===== src/rtl/game_pkg.sv =====
// Shared definitions for the Game of Life board editing logic.
package game_pkg;

  localparam int DEFAULT_ROWS         = 16;
  localparam int DEFAULT_COLS         = 16;
  localparam int DEFAULT_BLINK_CYCLES = 25_000_000;

  // Cursor editing FSM: IDLE accepts edits, REQ waits for storage to ack a toggle.
  typedef enum logic [0:0] {
    IDLE = 1'b0,
    REQ  = 1'b1
  } cursor_state_e;

endpackage


===== src/rtl/cursor_ctrl_blink_timer.sv =====
// Blink phase generator for the cursor highlight. Holds dark while the
// simulation runs; restarts visible whenever the cursor moves or editing resumes.
module blink_timer
  import game_pkg::*;
#(
  parameter int BLINK_CYCLES = DEFAULT_BLINK_CYCLES
) (
  input  logic clk,
  input  logic reset,
  input  logic hold,
  input  logic restart,
  output logic phase
);

  localparam int            CNT_W    = (BLINK_CYCLES > 1) ? $clog2(BLINK_CYCLES) : 1;
  localparam logic [CNT_W-1:0] CNT_LAST = CNT_W'(BLINK_CYCLES - 1);

  logic [CNT_W-1:0] cnt_q, cnt_d;
  logic             phase_q, phase_d;

  // Next counter/phase: hold beats restart, restart beats normal counting.
  always_comb begin
    cnt_d   = cnt_q;
    phase_d = phase_q;
    if (hold) begin
      cnt_d   = '0;
      phase_d = 1'b0;
    end else if (restart) begin
      cnt_d   = '0;
      phase_d = 1'b1;
    end else if (cnt_q == CNT_LAST) begin
      cnt_d   = '0;
      phase_d = ~phase_q;
    end else begin
      cnt_d = cnt_q + CNT_W'(1);
    end
  end

  // Counter and phase registers; cursor starts visible out of reset.
  always_ff @(posedge clk) begin
    if (reset) begin
      cnt_q   <= '0;
      phase_q <= 1'b1;
    end else begin
      cnt_q   <= cnt_d;
      phase_q <= phase_d;
    end
  end

  assign phase = phase_q;

endmodule


===== src/rtl/cursor_ctrl.sv =====
// Cursor position, toggle write handshake and blink for board editing while paused.
module cursor_ctrl
  import game_pkg::*;
#(
  parameter int ROWS         = DEFAULT_ROWS,
  parameter int COLS         = DEFAULT_COLS,
  parameter int BLINK_CYCLES = DEFAULT_BLINK_CYCLES
) (
  input  logic                    clk,
  input  logic                    reset,
  input  logic                    up,
  input  logic                    down,
  input  logic                    left,
  input  logic                    right,
  input  logic                    toggle,
  input  logic                    run,
  output logic [$clog2(ROWS)-1:0] row,
  output logic [$clog2(COLS)-1:0] col,
  output logic                    cursor_on,
  output logic                    wr_req,
  output logic [$clog2(ROWS)-1:0] wr_row,
  output logic [$clog2(COLS)-1:0] wr_col,
  input  logic                    wr_ack
);

  localparam int RW = $clog2(ROWS);
  localparam int CW = $clog2(COLS);
  localparam logic [RW-1:0] ROW_LAST = RW'(ROWS - 1);
  localparam logic [CW-1:0] COL_LAST = CW'(COLS - 1);

  cursor_state_e state_q, state_d;
  logic [RW-1:0] row_q, row_d, wr_row_q, wr_row_d;
  logic [CW-1:0] col_q, col_d, wr_col_q, wr_col_d;
  logic          wr_req_q, wr_req_d;
  logic          run_q, run_d;
  logic          move_accept;
  logic          blink_restart;
  logic [RW-1:0] row_inc, row_dec;
  logic [CW-1:0] col_inc, col_dec;

  // Wrapped neighbours; explicit bound compares keep non-power-of-two sizes correct.
  always_comb begin
    row_inc = (row_q == ROW_LAST) ? '0 : row_q + RW'(1);
    row_dec = (row_q == '0) ? ROW_LAST : row_q - RW'(1);
    col_inc = (col_q == COL_LAST) ? '0 : col_q + CW'(1);
    col_dec = (col_q == '0) ? COL_LAST : col_q - CW'(1);
  end

  // Editing FSM: toggle launches a request (and swallows same-cycle moves),
  // otherwise moves are applied; REQ freezes everything until the ack.
  always_comb begin
    state_d     = state_q;
    row_d       = row_q;
    col_d       = col_q;
    wr_req_d    = wr_req_q;
    wr_row_d    = wr_row_q;
    wr_col_d    = wr_col_q;
    run_d       = run;
    move_accept = 1'b0;
    case (state_q)
      IDLE: begin
        if (!run) begin
          if (toggle) begin
            wr_row_d = row_q;
            wr_col_d = col_q;
            wr_req_d = 1'b1;
            state_d  = REQ;
          end else begin
            move_accept = up | down | left | right;
            if (up && !down) begin
              row_d = row_dec;
            end else if (down && !up) begin
              row_d = row_inc;
            end
            if (left && !right) begin
              col_d = col_dec;
            end else if (right && !left) begin
              col_d = col_inc;
            end
          end
        end
      end
      REQ: begin
        if (wr_ack) begin
          wr_req_d = 1'b0;
          state_d  = IDLE;
        end
      end
      default: begin
        wr_req_d = 1'b0;
        state_d  = IDLE;
      end
    endcase
  end

  // Blink restarts on any accepted move and when editing resumes after a run.
  assign blink_restart = move_accept | (run_q & ~run);

  // State, position and handshake registers.
  always_ff @(posedge clk) begin
    if (reset) begin
      state_q  <= IDLE;
      row_q    <= '0;
      col_q    <= '0;
      wr_req_q <= 1'b0;
      wr_row_q <= '0;
      wr_col_q <= '0;
      run_q    <= 1'b0;
    end else begin
      state_q  <= state_d;
      row_q    <= row_d;
      col_q    <= col_d;
      wr_req_q <= wr_req_d;
      wr_row_q <= wr_row_d;
      wr_col_q <= wr_col_d;
      run_q    <= run_d;
    end
  end

  blink_timer #(
    .BLINK_CYCLES(BLINK_CYCLES)
  ) u_blink (
    .clk     (clk),
    .reset   (reset),
    .hold    (run),
    .restart (blink_restart),
    .phase   (cursor_on)
  );

  assign row    = row_q;
  assign col    = col_q;
  assign wr_req = wr_req_q;
  assign wr_row = wr_row_q;
  assign wr_col = wr_col_q;

endmodule

===== config.mk =====
export PLATFORM = sky130hd
export DESIGN_NAME = cursor_ctrl
export DESIGN_NICKNAME = d
export VERILOG_FILES = /design/src/rtl/game_pkg.sv /design/src/rtl/cursor_ctrl_blink_timer.sv /design/src/rtl/cursor_ctrl.sv
export SDC_FILE = /design/constraint.sdc
export NUM_CORES = 1
export LEC_CHECK = 0
export ABC_AREA = 1
export BUFFER_PORTS_ARGS = -buffer_cell sky130_fd_sc_hd__buf_2
export CAP_MARGIN = 20
export CELL_PAD_IN_SITES_DETAIL_PLACEMENT = 1
export CELL_PAD_IN_SITES_GLOBAL_PLACEMENT = 2
export CORE_AREA = 2 2 96 98
export CTS_CLUSTER_DIAMETER = 40
export DETAILED_ROUTE_END_ITERATION = 7
export DIE_AREA = 0 0 98 100
export GPL_TIMING_DRIVEN = 0
export PLACE_DENSITY = 0.78
export SYNTH_ARGS = -nofsm -noshare
export SYNTH_HDL_FRONTEND = slang
export SYNTH_HIERARCHICAL = 1
export SYNTH_SLANG_ARGS = --single-unit

===== constraint.sdc =====
create_clock -name clk -period 1.35 [get_ports clk]
set_clock_uncertainty 0.05 [all_clocks]
set_input_delay 0.27 -clock clk [delete_from_list [all_inputs] [get_ports clk]]
set_output_delay 0.27 -clock clk [all_outputs]
set_load 0.1 [all_outputs]

==> results.toml <==
[place]
placed_area_um2 = 2872
io_buffers = 26
hpwlAfterDp_um = 5290
pre_cts_slack_ns = -0.3510
globalplace.congestion = 0.7978

[hold_path]
hold_path.class = "input pin to register"

[pwr]
p_int_mw = 2.267
p_clk_frac = 0.381
power_density_nw_per_um2 = 947.2
pwr-share-seq = 0.438
p_leak_nw = 1.230
power.switching_uw = 931.7
ir_drop_mv = 0.3889
p_comb_frac = 0.181
swShare = 0.2913

[route]
remaining_drc_errors = 0
wirelength_um = 6876
antenna_left = 0
drtPass1Iterations = 4
drtIter0Drc = 34
viasPerCell = 4.643
via_count = 2447
post_drt_wl_per_cell_um = 13.05

[cells_and_area]
final_cell_mix = "nand2_1 (85), nor2_1 (56), inv_1 (29), buf_4 (25), dfxtp_2 (21)"
design_area_um2 = 3377
area_growth_pct = 35.36
layout_commonest_cell = "nand2_1"
num_antenna_cells = 0
layout.nets = 432
drive_gt1_frac = 0.3630

[clock_tree]
htreeDepth = 2
cts_num_sinks = 45
clk_path_buf_depth = 2
clkLatencyLatePin_ns = 0.30
cts_tree = "done"
clkTransAtPathRegs_ns = 0.09
cts_root_buffer = "clkbuf_8"
cts_buffers = 5

[floorplanning]
rows = 35
core_um2 = 8890
die_w_um = 98
die_y_um = 100
pin_count = 27
start_util = 0.2806
fp.dieArea_um2 = 9800

[timing]
final_hold_viol_count = 0
slew_headroom = 0.8034
setup_viol = 25
tightest_slew_ns = 0.2946
setup_tns_ns = -2.705
fmax_mhz = 662.6
fin_crit_sh = 1.118
whs_ns = 0.1890
layout_setup_ws_ns = -0.1591
finalCriticalPeriod_ns = 1.509
slew_violations = 0
rsz0062_at_grt = "true"

[critical_path]
worstPathCellList = "ha_4, buf_6, nand3_4, buf_4, nor3_4, nand4_1, a21oi_2"
endpoint_kind = "register"
start_kind = "register"
cp_slowest_stage_delay_ns = 0.37
crit_fanout = 5
crit_slowest_cell = "dfxtp_4"
crit_required_ns = 1.54
arrival_ns = 1.69
crit_type = "register to register"

[synth]
synth_cells = 367
synth.avg_cell_area_um2 = 6.798
synth.net_count = 384
yosysSeqAreaShare = 0.3611
syn_area_um2 = 2495
synth_warnings = 6
synth_seq_cells = 45
synth.lib_cells_used.distinct = 30

[global_routing]
grt_max_degree = 15
antenna_found_initial = 0
grtUsageTotal = 0.1498
grt_pass1_wl_um = 11990
gr-total-overflow = 0
first_global_vias = 2556

[run_status]
outcome = "finished, violations left"
failed_checks = "setup timing"

[flow_run]
cap_violations = 0
==> what timing repair did <==
action | in CTS | in global routing
pin swaps | 2 | 13
resized for setup | 37 | 45
gates cloned | 1 | 1
endpoints found under the setup margin | 44 | 31
buffers inserted | 10 | 4
hold buffers | 0 | 0
endpoints found under the hold margin | 0 | 0
==> critical path: cells and delay by family (launching register included) <==
family                   cells  cell delay [ns]
buffers and inverters        2             0.25
flip-flops                   1             0.37
AND/OR/NAND/NOR              3             0.49
adder cells (fa/ha/maj)      1             0.14
AO/OA/AOI/OAI                1             0.15
==> final timing paths <==
check	cells past startpoint	startpoint	end	slack, ns
worst min register to register	2	wr_req	wr_req	0.43
worst max-delay path	7	u_blink/cnt_q[0]	u_blink/cnt_q[16]	-0.16
worst max register to register	7	u_blink/cnt_q[0]	u_blink/cnt_q[16]	-0.16
worst min-delay path	4	wr_ack	state_q	0.19
==> power groups by stage <==
stage / clock network, mW / logic (mW) / registers [mW]
finish: 1.22 / 0.579 / 1.40
global route: 1.32 / 0.625 / 1.41
CTS: 1.27 / 0.576 / 1.40
detailed placement: 0 / 0.511 / 1.43
global placement: 0 / 0.503 / 1.43
floorplan: 0 / 0.177 / 1.66
==> layout make-up <==
type                    count  area (um2)
clock inverters             3       65.06
flip-flops and latches     45       960.9
plain buffers               5       61.31
inverters                  40       157.7
repair buffers             41       347.8
well taps                 111       138.9
clock buffers               5       68.82
multi-input cells         277        1577
fillers                  1122        5513
==> state kept, by name, indices dropped and copies added (netlist names) <==
| name | count |
|---|---|
| u_blink/cnt_q | 25 |
| col | 4 |
| row | 4 |
| wr_col | 4 |
| wr_row | 4 |
| run_q | 1 |
| state_q | 1 |
| u_blink/phase | 1 |
| wr_req | 1 |
==> cells in the mapped netlist, drive strengths merged <==
| master | instances | share of area |
|---|---|---|
| nand4 | 5 | 0.013 |
| nor3 | 4 | 0.017 |
| or2 | 4 | 0.010 |
| dfxtp | 45 | 0.36 |
| nor2 | 71 | 0.11 |
| nand2 | 97 | 0.15 |
| ha | 8 | 0.040 |
| a21oi | 29 | 0.061 |
| xnor2 | 7 | 0.025 |
| inv | 40 | 0.060 |
| a31oi | 1 | 0.0025 |
| nand3b | 4 | 0.012 |
| o21ai | 15 | 0.033 |
| xor2 | 3 | 0.011 |
| clkbuf | 1 | 0.0020 |
| buf | 4 | 0.016 |
| nand3 | 25 | 0.061 |
| o21bai | 4 | 0.012 |
==> through the flow <==
stage | std cells | utilization | power, mW
2_1_floorplan | 367 | - | 1.836
3_3_place_gp | 504 | 0.3230 | 1.934
3_5_place_dp | 504 | 0.3230 | 1.942
4_1_cts | 523 | 0.3634 | 3.247
5_1_grt | 527 | 0.3799 | 3.351
6_report | 527 | 0.3799 | 3.199
==> kinds of logic after synthesis <==
family,share of synthesized area
and+or+nand+nor,0.3771
AOI/OAI and AO/OA,0.1088
buffers and inverters,0.07773
DFF,0.3611
xor gates and xnor gates,0.03511
adders and majority gates,0.04012
==> layer usage <==
metal	global-route usage	part of all wire	vias to the layer above
li1	-	-	1262
met1	0.1806	0.46	1149
met2	0.2777	0.50	27
met3	0.02437	0.024	9
met4	0.03739	0.016	0
met5	0	0	-
Power figures use the tool's default switching activity.
